==> src/rtl/multi_channel_accumulator.sv <==
// Multi-channel signed accumulator with valid/ready sample input and an
// in-order drain stream of all channel totals.
// Optional build macro: ACC_SATURATE_EN (clamp on overflow instead of wrap).
module multi_channel_accumulator #(
    parameter int WIDTH          = 8,
    parameter int ACC_WIDTH      = 16,
    parameter int CHANNELS       = 4,
    parameter int CLEAR_ON_DRAIN = 1,
    localparam int CW            = (CHANNELS > 1) ? $clog2(CHANNELS) : 1
) (
    input  logic                 clk,
    input  logic                 rst,
    input  logic                 in_valid,
    output logic                 in_ready,
    input  logic [CW-1:0]        in_chan,
    input  logic [WIDTH-1:0]     in_data,
    input  logic                 in_sub,
    input  logic                 clear,
    input  logic                 drain_req,
    output logic                 busy,
    output logic                 out_valid,
    input  logic                 out_ready,
    output logic [CW-1:0]        out_chan,
    output logic [ACC_WIDTH-1:0] out_data,
    output logic                 out_last,
    output logic [CHANNELS-1:0]  ovf
);

    typedef enum logic {
        RUN,
        DRAIN
    } state_t;

    state_t               state;
    logic [ACC_WIDTH-1:0] acc [CHANNELS];
    logic [CW-1:0]        idx;

    logic [ACC_WIDTH-1:0] cur;
    logic                 chan_ok;
    logic [ACC_WIDTH-1:0] ext;
    logic [ACC_WIDTH:0]   sum;
    logic                 ovf_hit;
    logic [ACC_WIDTH-1:0] res;
    logic [ACC_WIDTH-1:0] drain_val;

    // Select the addressed accumulator; out-of-range channels select nothing.
    always_comb begin
        cur     = '0;
        chan_ok = 1'b0;
        for (int unsigned c = 0; c < CHANNELS; c++) begin
            if (in_chan == CW'(c)) begin
                cur     = acc[c];
                chan_ok = 1'b1;
            end
        end
    end

    // Sign-extend, add/subtract one bit wider, detect and handle overflow.
    always_comb begin
        ext     = ACC_WIDTH'($signed(in_data));
        if (in_sub)
            sum = {cur[ACC_WIDTH-1], cur} - {ext[ACC_WIDTH-1], ext};
        else
            sum = {cur[ACC_WIDTH-1], cur} + {ext[ACC_WIDTH-1], ext};
        ovf_hit = sum[ACC_WIDTH] ^ sum[ACC_WIDTH-1];
`ifdef ACC_SATURATE_EN
        if (ovf_hit)
            res = sum[ACC_WIDTH] ? {1'b1, {(ACC_WIDTH-1){1'b0}}}
                                 : {1'b0, {(ACC_WIDTH-1){1'b1}}};
        else
            res = sum[ACC_WIDTH-1:0];
`else
        res = sum[ACC_WIDTH-1:0];
`endif
    end

    // Present the total of the channel currently being drained.
    always_comb begin
        drain_val = '0;
        for (int unsigned c = 0; c < CHANNELS; c++) begin
            if (idx == CW'(c))
                drain_val = acc[c];
        end
    end

    assign out_data = drain_val;
    assign out_chan = idx;
    assign out_last = (idx == CW'(CHANNELS - 1));

    // Control FSM plus accumulator/flag storage with registered handshake outputs.
    always_ff @(posedge clk) begin
        if (rst) begin
            for (int unsigned c = 0; c < CHANNELS; c++)
                acc[c] <= '0;
            ovf       <= '0;
            state     <= RUN;
            idx       <= '0;
            out_valid <= 1'b0;
            busy      <= 1'b0;
            in_ready  <= 1'b1;
        end else begin
            case (state)
                RUN: begin
                    if (clear) begin
                        for (int unsigned c = 0; c < CHANNELS; c++)
                            acc[c] <= '0;
                        ovf <= '0;
                    end else begin
                        if (in_valid && in_ready && chan_ok) begin
                            for (int unsigned c = 0; c < CHANNELS; c++) begin
                                if (in_chan == CW'(c)) begin
                                    acc[c] <= res;
                                    if (ovf_hit)
                                        ovf[c] <= 1'b1;
                                end
                            end
                        end
                        if (drain_req) begin
                            state     <= DRAIN;
                            idx       <= '0;
                            out_valid <= 1'b1;
                            busy      <= 1'b1;
                            in_ready  <= 1'b0;
                        end
                    end
                end
                DRAIN: begin
                    if (out_valid && out_ready) begin
                        if (CLEAR_ON_DRAIN != 0) begin
                            for (int unsigned c = 0; c < CHANNELS; c++) begin
                                if (idx == CW'(c)) begin
                                    acc[c] <= '0;
                                    ovf[c] <= 1'b0;
                                end
                            end
                        end
                        if (out_last) begin
                            state     <= RUN;
                            idx       <= '0;
                            out_valid <= 1'b0;
                            busy      <= 1'b0;
                            in_ready  <= 1'b1;
                        end else begin
                            idx <= idx + 1'b1;
                        end
                    end
                end
                default: state <= RUN;
            endcase
        end
    end

endmodule

==> config.mk <==
export PLATFORM = sky130hd
export DESIGN_NAME = multi_channel_accumulator
export DESIGN_NICKNAME = d
export VERILOG_FILES = /design/src/rtl/multi_channel_accumulator.sv
export SDC_FILE = /design/constraint.sdc
export NUM_CORES = 1
export LEC_CHECK = 0
export ABC_CLOCK_PERIOD_IN_PS = 6500
export CORE_MARGIN = 4
export CORE_UTILIZATION = 45
export CTS_BUF_LIST = sky130_fd_sc_hd__clkbuf_8
export CTS_CLUSTER_DIAMETER = 50
export CTS_CLUSTER_SIZE = 28
export DETAILED_ROUTE_END_ITERATION = 7
export PLACE_DENSITY_LB_ADDON = 0.3
export SLEW_MARGIN = 20
export SYNTH_ARGS = -nofsm -noshare
export SYNTH_HDL_FRONTEND = slang
export SYNTH_SLANG_ARGS = --single-unit
==> constraint.sdc <==
create_clock -name clk -period 6.5 [get_ports clk]
set_clock_uncertainty 0.1 [all_clocks]
set_input_delay 1.3 -clock clk [delete_from_list [all_inputs] [get_ports clk]]
set_output_delay 1.3 -clock clk [all_outputs]
set_load 0.02 [all_outputs]
; ---- Word-level counts from Yosys, hierarchy flattened
; Memories as Yosys holds them, arrays and structs flattened.
; Index checks and enable logic that the tools add are counted.
[totals]
memories = 1
elab_cells = 162
ff_bits = 9
out_inout_bits = 26
inputBits = 17
ramBits = 64
[classes]
muxes = 106
add_sub_neg = 3
n_eq_ne = 19
bitwise_logic = 14
reduce_logical = 11
[mem_list]
columns = memory, words, word_bits, rd, rd_clocked_by_memory_dff, wr, line_no
row1 = acc, 4, 16, 4, 0, 4, 35  ; logic [ACC_WIDTH-1:0] acc [CHANNELS];
[ops]
columns = operator, n
row1 = 2-to-1 mux 16 bit, 20
row2 = 2-to-1 mux 1 bit, 73
row3 = AND reduction 5 bit, 4
row4 = inequality test 3 bit (second input constant), 6
row5 = adder 16 x 8 -> 17 bit, 1
row6 = 2-to-1 mux 17 bit, 1
row7 = subtractor 16 x 8 -> 17 bit, 1
row8 = 2-to-1 mux 4 bit, 3
row9 = bitwise OR 1 bit, 12
row10 = == test 2 bit (second input constant), 4
row11 = 2-to-1 mux 2 bit, 4
row12 = inequality test 2 x 1 -> 1 bit (second input constant), 4
row13 = case mux 4 bit (2 select lines), 1
row14 = inequality test 2 bit (second input constant), 3
row15 = case mux 1 bit (2 select lines), 3
row16 = == test 2 x 1 -> 1 bit (second input constant), 2
row17 = logical NOT 2 bit, 2
row18 = case mux 2 bit (2 select lines), 1
row19 = AND reduction 4 bit, 1
row20 = logical AND 1 bit, 3
row21 = AND reduction 3 bit, 1
row22 = adder 2 x 1 -> 2 bit (second input constant), 1
row23 = inverter 1 bit, 1
row24 = bitwise XOR 1 bit, 1

; ---- Longest topological paths before layout
; Gate-level depths: netlist of the first run.
[depth]
depth_word = 13
depth_mapped = 15
mapped_depth_nobuf = 15

; ---- Least setup slack after synthesis of the first run
; Ideal clock, no wire load.
[synth_path]
kind = in2reg
start = input port in_chan[0]
end = register ovf[2]
setup_time_ns = 0.117
stages = 11
arrival_time_ns = 4.128
path_buffers = 3
t_required_ns = 6.283
slack_ns = 2.154
cell_sequence = buf_2 buf_2 mux4_2 ha_1 buf_2 nand4_1 or3_1 o211ai_2 xnor2_2 xnor3_2 a32o_1
[synth_via]
elab_chain_cells = 10
word_cells_on_any_way = 21
classes_between = add/sub: 2 / eq/ne: 6 / mux: 9 / bitwise: 1 / reduce/logical: 3
[synth_rtl]
columns = element, line_no
row1 = "start, declared", 15  ; input logic [CW-1:0] in_chan,
row2 = logical NOT 2 bit, 51  ; if (in_chan == CW'(c)) begin
row3 = 2-to-1 mux 16 bit (4 in series), 51
row4 = adder 16 x 8 -> 17 bit or subtractor 16 x 8 -> 17 bit (tied branches), "64, 62"
row5 = 2-to-1 mux 17 bit, 61  ; if (in_sub)
row6 = bitwise XOR 1 bit, 65  ; ovf_hit = sum[ACC_WIDTH] ^ sum[ACC_WIDTH-1];
row7 = inequality test 3 bit (no source line), --
row8 = AND reduction 5 bit (no source line) (*), --
row9 = "end signal, assigned", 95  ; ovf <= '0;
row10 = "end signal, assigned", 107  ; ovf <= '0;
row11 = "end signal, assigned by index", 114  ; ovf[c] <= 1'b1;
row12 = "end, declared", 26  ; output logic [CHANNELS-1:0] ovf
; Every way passes the cells marked *; elsewhere a longest branch is shown, timed or not.
; A chain may end at the register's enable or synchronous reset.

; ---- Final worst setup path of the first run
[layout_path]
start = input port in_chan[0]
end = register ovf[1]
; The elaborated chain is that of the path after synthesis.

==> reports/results.ini, run 1 <==
[timing]
finalHoldViolCount = 0
fmax_ghz = 0.210
setup_viol = 0
rsz0062_at_grt = no
tightest_slew_ns = 1.05
min_period_ns = 4.77
final_max_slew_viol_count = 0
relSlewSlack_pct = 30.2
hold-worst-slack_ns = 0.398
tns_ns = 0
worst_slack_ns = 1.73
period_share_pct = 73.4

[drt]
ant_nets = 0
avgViaCountPerCell = 5.93
firstDrtPassIters = 5
drt_iter0_markers = 295
wire_per_inst_um = 18.9
routed_wirelength_um = 13800
drc = 0
num_vias = 4324

[floorplan]
fp-row-count = 37
chipWidth_um = 111
dieHeight_um = 111
die-area_mm2 = 0.0123
initial_core_util_pct = 46.2
num_io_pins = 43
core_mm2 = 0.0103

[synth]
ys.warnings.count = 0
synth_cell_types = 56
syn-num-nets = 600
avgSynthCellArea_um2 = 8.54
ys_seq_area_share_pct = 37.3
synth_edf_count = 32
ys_ff_latch = 73
synth-main-ff-cell = dfxtp_1
synth_area_leaders = edfxtp_1, dfxtp_1, nor2_1
syn_area_mm2 = 0.00477
synth_top_cell_area_share_pct = 20.1
yosysTopAreaCell = edfxtp_1
synthCells = 559
async_flop_share_pct = 0

[worst_setup_path]
rr_startpoint = acc[3][0]
crit_cells = 13
timing.critical_path.from = in_chan[0]
reg2reg_slack_ns = 3.36
crit_arrival_ns = 4.92
max_stage_delay_ns = 0.64
crit_type = primary input to flip-flop
critical_path_peak_fanout = 7
crit_path_top_delay_cell = clkdlybuf4s50_1
r2r_cells = 11
critPathCaptureType = flip-flop
required_ns = 6.65
start_kind = primary input
critPathBufInv = 3
cp_cell_sequence = clkdlybuf4s50_1 -> buf_4 -> mux4_2 -> inv_1 -> ha_1 -> fa_1 -> nand2b_1 -> a21oi_1 -> o21ai_2 -> o21ai_0 -> a21oi_1 -> xnor3_2 -> a32o_1
critPathTopFamily = compound AO/OA/AOI/OAI gates
crit_path_frequent_cell = a21oi_1

[cells_and_area]
area_growth_pct = 15.1
final_common_cell = nor2_1
final_cell_area_mm2 = 0.00549
final_cell_mix = nor2_1, a21oi_1, nand2_1
antenna_cells = 0
nets = 629
layout-drive-gt1-share_pct = 9.27

[power]
p_comb_share_pct = 25.0
p_leak_nw = 2.14
clock_power_share_pct = 31.1
p_sw_share_pct = 30.9
switchingPower_w = 0.000358
ir_worst_vdd_v = 0.000126
seqPwrFrac_pct = 43.9
internal-power_w = 0.000800
finalPower_w = 0.00116
p_per_area_mw_per_mm2 = 211

[placed_design]
dp_hpwl_um = 9410
place_ws_ns = 1.36
io_buffers = 42
gp_congestion = 0.878
dpl_cell_area_mm2 = 0.00530

[run]
maxCapViolCount = 0

[clock_tree]
cts_tree = built
cts.sinks = 73
post_cts_buffers = 0
cts_hold_buf = 0
root_buffer = clkbuf_8
cts.clk_slew.worst_paths_ns = 0.08
cts_resized = 0
cts_buffers = 9
clk_latency_ns = 0.36
cts_buffer_depth = 2
htree_levels = 3

[global_routing]
grt_pass1_vias = 4363
grt_pass1_wl_um = 22300
grt_max_degree = 36
grt_antenna_before_repair = 0
grt_use_total_pct = 22.9
grt_remaining_overflow = 0

[hold_path]
min_from = acc[3][14]
hold_path.class = flip-flop to flip-flop
hold_depth = 2

[run_status]
status = finished, final reports clean

-- worst reg2reg max path, stage by stage, from the launching register on --
cell      delay (ns)
dfxtp_1         0.37
mux4_2          0.24
inv_1           0.04
ha_1            0.19
fa_1            0.44
nand2b_1        0.20
a21oi_1         0.37
o21ai_2         0.14
o21ai_0         0.18
a21oi_1         0.10
xnor3_2         0.44
a32o_1          0.23
-- logic make-up (layout without fill, tap and decap cells) --
family          Yosys count  in the layout  share of synthesized area (%)
compound gates          153            153                           19.9
simple gates            215            215                           19.3
flops                    73             73                           37.3
mux                      17             17                           7.79
buf+inv                  55             89                           4.77
fa+ha+maj                24             24                           6.45
xor+xnor                 22             22                           4.51
-- sequential cells by signal, summed over array words and instances (netlist names) --
name / flops
out_chan: 2
ovf: 4
acc: 64
state: 1
in_ready: 1
out_valid: 1
-- routing by layer --
metal / global-route usage [%] / vias up / routed length (um)
met1: 30.9 / 2069 / 6170
met3: 3.66 / 26 / 952
met2: 36.2 / 184 / 6330
li1: - / 2045 / -
met4: 10.7 / 0 / 327
met5: 0 / - / 0
-- power groups by stage --
| stage | logic [W] | registers [W] | clock network [W] |
|---|---|---|---|
| after floorplan | 0.000203 | 0.000517 | 0 |
| after global placement | 0.000279 | 0.000518 | 0 |
| after detailed placement | 0.000285 | 0.000519 | 0 |
| after CTS | 0.000287 | 0.000509 | 0.000363 |
| after global routing | 0.000318 | 0.000511 | 0.000382 |
| final | 0.000290 | 0.000509 | 0.000360 |
-- final cells by class --
type	count	area (um2)
clock inverter	6	58.8
clock buffer	10	138
multi-input combinational	431	2770
timing repair buffer	53	503
sequential	73	1780
fill	937	4830
inverter	20	75.1
tap	136	170
-- synth_stat cells, types with 3 or more instances --
cell type / count
a21o_1: 3
a21oi_1: 68
a21oi_2: 3
a22oi_1: 19
a31oi_1: 3
a32o_1: 4
and3_1: 3
buf_2: 8
clkbuf_1: 24
dfxtp_1: 41
edfxtp_1: 32
ha_1: 23
inv_1: 20
mux4_2: 16
nand2_1: 52
nand2b_1: 9
nand3_1: 13
nand3b_1: 3
nor2_1: 115
nor2b_1: 4
nor3_1: 4
nor3b_1: 3
o21ai_0: 30
o2bb2a_1: 4
xnor2_1: 15
xor2_1: 5
-- stage by stage --
stage	util, %	instances
after floorplan	-	559
after global placement	51.3	713
after detailed placement	51.3	713
after CTS	53.2	729
after global routing	53.2	729
final	53.2	729
-- worst paths after layout --
kind | endpoint
worst max-delay path | ovf[1]
worst min-delay path | acc[3][14]
worst max register to register | ovf[1]
worst min register to register | acc[3][14]
Power figures use the tool's default switching activity.
==> run 2, diff against run 1 <==
--- a/config.mk
+++ b/config.mk
@@ -5,7 +5,7 @@
 export SDC_FILE = /design/constraint.sdc
 export NUM_CORES = 1
 export LEC_CHECK = 0
-export ABC_CLOCK_PERIOD_IN_PS = 6500
+export ABC_CLOCK_PERIOD_IN_PS = 4400
 export CORE_MARGIN = 4
 export CORE_UTILIZATION = 45
 export CTS_BUF_LIST = sky130_fd_sc_hd__clkbuf_8
==> constraint.sdc (replaced) <==
create_clock -name clk -period 4.4 [get_ports clk]
set_clock_uncertainty 0.1 [all_clocks]
set_input_delay 0.88 -clock clk [delete_from_list [all_inputs] [get_ports clk]]
set_output_delay 0.88 -clock clk [all_outputs]
set_load 0.02 [all_outputs]
==> run 2 against run 1 <==
- count of clock-buffer cells in the layout unchanged
- critical path type unchanged
- worst hold slack gained 0.014 ns
- routed wire length fell by 3.5%
- die area is the same
==> reports/results.ini, run 2 (synthesis gave the netlist of run 1 again) <==
[cells_and_area]
final_cell_area_mm2 = 0.00566  ; +3.1%
fill_cells = 943  ; +0.64%
seqCellArea_mm2 = 0.00178  ; unchanged
antenna_cells = 0  ; unchanged
nets = 652  ; +3.7%
final_cell_mix = nor2_1, a21oi_1, nand2_1
final_common_cell = nor2_1
multi_input_area_mm2 = 0.00277  ; unchanged
largest_register_ffs = 64  ; unchanged
stdcell_count = 751  ; +3.0%
top_register = acc
area_growth_pct = 18.7
layout-drive-gt1-share_pct = 12.0  ; +2.8 points

[hold_path]
hold_path.class = flip-flop to flip-flop
hold_depth = 2  ; unchanged
min_from = acc[3][9]

[clock_tree]
cts_hold_buf = 0  ; unchanged
root_buffer = clkbuf_8
post_cts_buffers = 0  ; unchanged
cts_tree = built
cts_resized = 0  ; unchanged
cts.sinks = 73  ; unchanged
htree_levels = 3  ; unchanged
cts_buffer_depth = 2  ; unchanged
cts.clk_slew.worst_paths_ns = 0.07  ; about the same
cts_buffers = 9  ; unchanged
clk_latency_ns = 0.36  ; about the same

[power]
p_per_area_mw_per_mm2 = 292  ; +38%
ir_worst_vdd_v = 0.000146  ; +16%
p_leak_nw = 2.26  ; +5.6%

[timing]
period_share_pct = 91.5
relSlewSlack_pct = 51.6  ; +21 points
finalHoldViolCount = 0  ; unchanged
tns_ns = 0  ; unchanged
setup_viol = 0  ; unchanged
rsz0062_at_grt = no
fmax_ghz = 0.248
min_period_ns = 4.02
hold-worst-slack_ns = 0.412  ; +0.0141 ns
tightest_slew_ns = 0.726  ; -0.321 ns
final_max_slew_viol_count = 0  ; unchanged
worst_slack_ns = 0.375  ; -1.36 ns

[worst_setup_path]
timing.critical_path.from = in_chan[0]
endpoint = ovf[3]
critical_path_peak_fanout = 23  ; +16
r2r_cells = 11  ; unchanged
start_kind = primary input
crit_arrival_ns = 4.17  ; -0.75 ns
required_ns = 4.55  ; -2.10 ns
reg2reg_to = ovf[3]
critPathCaptureType = flip-flop
crit_type = primary input to flip-flop
rr_startpoint = acc[2][0]
reg2reg_slack_ns = 1.30  ; -2.06 ns

[global_routing]
grt_antenna_before_repair = 0  ; unchanged
grt_pass1_vias = 4348  ; -0.34%
grt_pass1_wl_um = 22000  ; -1.3%
grt_use_total_pct = 22.4  ; -0.54 points
grt_max_degree = 25  ; -31%
grt_remaining_overflow = 0  ; unchanged

[floorplan]
num_io_pins = 43  ; unchanged
die-area_mm2 = 0.0123  ; unchanged
fp-row-count = 37  ; unchanged
dieHeight_um = 111  ; unchanged
core_mm2 = 0.0103  ; unchanged
initial_core_util_pct = 46.2  ; unchanged
chipWidth_um = 111  ; unchanged

[drt]
ant_nets = 0  ; unchanged
wire_per_inst_um = 17.7  ; -6.3%
avgViaCountPerCell = 5.79  ; -2.4%
drt_iter0_markers = 329  ; +12%
routed_wirelength_um = 13300  ; -3.5%
firstDrtPassIters = 5  ; unchanged
num_vias = 4346  ; +0.51%
drc = 0  ; unchanged

[placed_design]
dp_cells = 736  ; +3.2%
gp_congestion = 0.904  ; +2.9%
place_ws_ns = 0.0198  ; -1.34 ns
dpl_cell_area_mm2 = 0.00551  ; +4.0%
io_buffers = 42  ; unchanged
dp_hpwl_um = 9540  ; +1.4%

[run_status]
status = finished, final reports clean

[run]
maxCapViolCount = 0  ; unchanged

## run 2: area by class of cell
class / instances / area share, %
Tap cell: 136 / 3.00
Timing Repair Buffer: 76 / 12.6
Clock inverter: 5 / 0.331
Clock buffer: 10 / 2.43
Multi-Input combinational cell: 431 / 48.9
Sequential cell: 73 / 31.5
Inverter: 20 / 1.33
## run 2: layer usage
metal	vias to the layer above	track usage [%]	part of all wire, %
li1	2097	-	-
met1	2059	29.3	42
met2	170	38.2	49
met3	20	3.22	7.1
met4	0	7.22	1.7
met5	-	0	0
## run 2: per-stage QoR
step / utilization [%] / power [W]
3_5_place_dp: 53.4 / 0.00122
3_3_place_gp: 53.4 / 0.00121
6_report: 54.9 / 0.00165
5_1_grt: 54.9 / 0.00174
2_1_floorplan: - / 0.00106
4_1_cts: 54.9 / 0.00166
## run 2: critical path, cell delays in order
cell	delay, ns
clkdlybuf4s50_1	0.45
buf_12	0.20
mux4_2	0.34
inv_1	0.04
ha_1	0.21
fa_1	0.41
nand2b_1	0.19
a21oi_1	0.33
o21ai_2	0.15
o21ai_0	0.19
a21oi_1	0.09
xnor3_2	0.45
a32o_1	0.23
## run 2: how the worst min path moves through the flow
stage                             to  slack [ns]
after floorplan            acc[3][9]        0.35
after global placement     acc[3][9]        0.37
after detailed placement      ovf[0]        0.39
after CTS                  acc[3][9]        0.41
after global routing      acc[3][14]        0.45
final                      acc[3][9]        0.41
## run 2: where the power goes
part | leakage [nW] | switching (W) | total [W] | internal, W
clock | 0.0985 | 0.000233 | 0.000440 | 0.000207
sequential | 0.683 | 0.0000160 | 0.000751 | 0.000735
combinational | 1.48 | 0.000268 | 0.000463 | 0.000195
==> run 3, diff against run 2 <==
--- a/config.mk
+++ b/config.mk
@@ -9,7 +9,7 @@
 export CORE_MARGIN = 4
 export CORE_UTILIZATION = 45
 export CTS_BUF_LIST = sky130_fd_sc_hd__clkbuf_8
-export CTS_CLUSTER_DIAMETER = 50
+export CTS_CLUSTER_DIAMETER = 60
 export CTS_CLUSTER_SIZE = 28
 export DETAILED_ROUTE_END_ITERATION = 7
 export PLACE_DENSITY_LB_ADDON = 0.3
==> results of run 3 <==
Final layout, timing and power as in run 2 (identical DEF).
==> RTL change, RTL diff (flow settings as in run 3) <==
Change the parameter `WIDTH` from 8 to 7.
--- a/src/rtl/multi_channel_accumulator.sv
+++ b/src/rtl/multi_channel_accumulator.sv
@@ -3,5 +3,5 @@
 // Optional build macro: ACC_SATURATE_EN (clamp on overflow instead of wrap).
 module multi_channel_accumulator #(
-    parameter int WIDTH          = 8,
+    parameter int WIDTH          = 7,
     parameter int ACC_WIDTH      = 16,
     parameter int CHANNELS       = 4,
Interface: changed (resized in_data); port bits go from 43 to 42. The function was not compared with the original's and may differ.
==> RTL change against run 3 <==
Worst setup slack got worse by 120 ps; highest routed layer unchanged; wire length grew 2.9%; sequential share of layout area stayed put; final area unchanged; sequential cell count unchanged; area after synthesis shrank 0.45%; power increased by 0.33%; die area down 0.41%.
==> RTL change: results <==
set metrics [dict create \
    drive_above_1_share 0.143 \
    relSlewSlack 0.443 \
    gp_congestion 0.898 \
    instances_no_fill 751 \
    vdd_drop_max_uv 236 \
    p_int_mw 1.13 \
    synth_cell_types 53 \
    yosys_warnings 0 \
    htreeDepth 3 \
    rrSetupSlack_ps 1310 \
    cts_resized 0 \
    dp.cells 735 \
    synthCells 550 \
    top_register "acc" \
    root_buffer "clkbuf_8" \
    placed_cell_area_um2 5510 \
    critPathMaxFanout 4 \
    grtUsageTotal 0.224 \
    holdWs_ps 389 \
    drt_first_pass_iters 5 \
    vias_per_cell 5.86 \
    cts_buffers 9 \
    n_antenna_cell 0 \
    ys.flop_type "dfxtp_1" \
    antenna_found_initial 0 \
    clkLatencyLatePin_ps 350 \
    clkTransAtPathRegs_ps 70 \
    post_cts_buffers 0 \
    synthTopCellsByArea "edfxtp_1 20%, dfxtp_1 17%, nor2_1 8.8%" \
    synth_edf_count 32 \
    final_hold_viol_count 0 \
    ys_top_cells_by_count "112 x nor2_1, 55 x a21oi_1, 46 x nand2_1" \
    ys_seq_area_frac 0.375 \
    grt_pass1_wl_um 22000 \
    cp.arrival_ps 4280 \
    p_leak_nw 2.25 \
    wl_um 13700 \
    dp_hpwl_um 9730 \
    largest_register_ffs 64 \
    grt_max_degree 17 \
    first_global_vias 4290 \
    drt_iter0_markers 399 \
    fin_nets 651 \
    async_flop_share 0 \
    io_buffers 41 \
    min_path_type "flip-flop to flip-flop" \
    outcome "finished, final reports clean" \
    clockBufferDepth 2 \
    synth_nets 591 \
]
## RTL change: cell count changes after synthesis, moves of 3 or more
cell	change
nand3_1	+3
nand4_1	+3
a2bb2oi_1	+4
nor2_1	-3
o21ai_0	+4
buf_2	-4
nand2_1	-6
a21oi_1	-13
o2bb2a_1	-4
a211oi_1	+3
xor2_1	+6
## RTL change: layout make-up
cell class	instances	area, um^2
Clock inverter	7	30.0
Clock buffer	9	124
Fill cell	920	4660
Tap cell	136	170
Sequential cell	73	1780
Timing Repair Buffer	86	761
Inverter	19	71.3
Multi-Input combinational cell	421	2730
## RTL change: worst paths after layout
kind,depth (start not counted),end,startpoint
setup / recovery,16,ovf[1],in_data[5]
hold / removal,2,acc[3][14],acc[3][14]
setup reg to reg,10,ovf[1],acc[1][1]
hold reg to reg,2,acc[3][14],acc[3][14]
## RTL change: per-stage QoR
step / power, mW / setup WS [ps]
6_report: 1.66 / 253
5_1_grt: 1.73 / 12.5
4_1_cts: 1.65 / 260
3_5_place_dp: 1.22 / -95.9
3_3_place_gp: 1.22 / 40.4
2_1_floorplan: 1.06 / 497
## RTL change: power groups by stage
stage               logic (mW)  registers [mW]  clock network [mW]
global route             0.507           0.756               0.471
floorplan                0.293           0.764                   0
detailed placement       0.456           0.768                   0
global placement         0.450           0.766                   0
CTS                      0.460           0.752               0.441
finish                   0.465           0.753               0.442
## RTL change: worst max-delay path, cell delays in order
cell             delay [ps]
clkdlybuf4s50_1         420
nor3_1                  250
nand3b_1                130
nand2b_1                160
ha_1                    270
inv_1                    30
o21ai_0                 290
ha_1                    330
a21o_1                  190
a21o_1                  190
a221oi_2                280
o31ai_2                 130
xor2_2                  180
xnor2_1                 180
buf_4                   160
a32o_1                  200
## RTL change: cells by family after synthesis
| family | count (synthesis) | share of synthesized area |
|---|---|---|
| flops | 73 | 0.375 |
| simple gates | 208 | 0.190 |
| buf+inv | 56 | 0.0511 |
| xor+xnor | 28 | 0.0532 |
| fa+ha+maj | 25 | 0.0674 |
| mux | 17 | 0.0782 |
| compound gates | 143 | 0.185 |
## RTL change: metal layers
metal / share of wire / vias to the layer above / global-route usage
met1: 0.43 / 2065 / 0.305
met4: 0.027 / 0 / 0.0878
met5: 0 / - / 0
li1: - / 2067 / -
met2: 0.45 / 230 / 0.350
met3: 0.093 / 38 / 0.0480
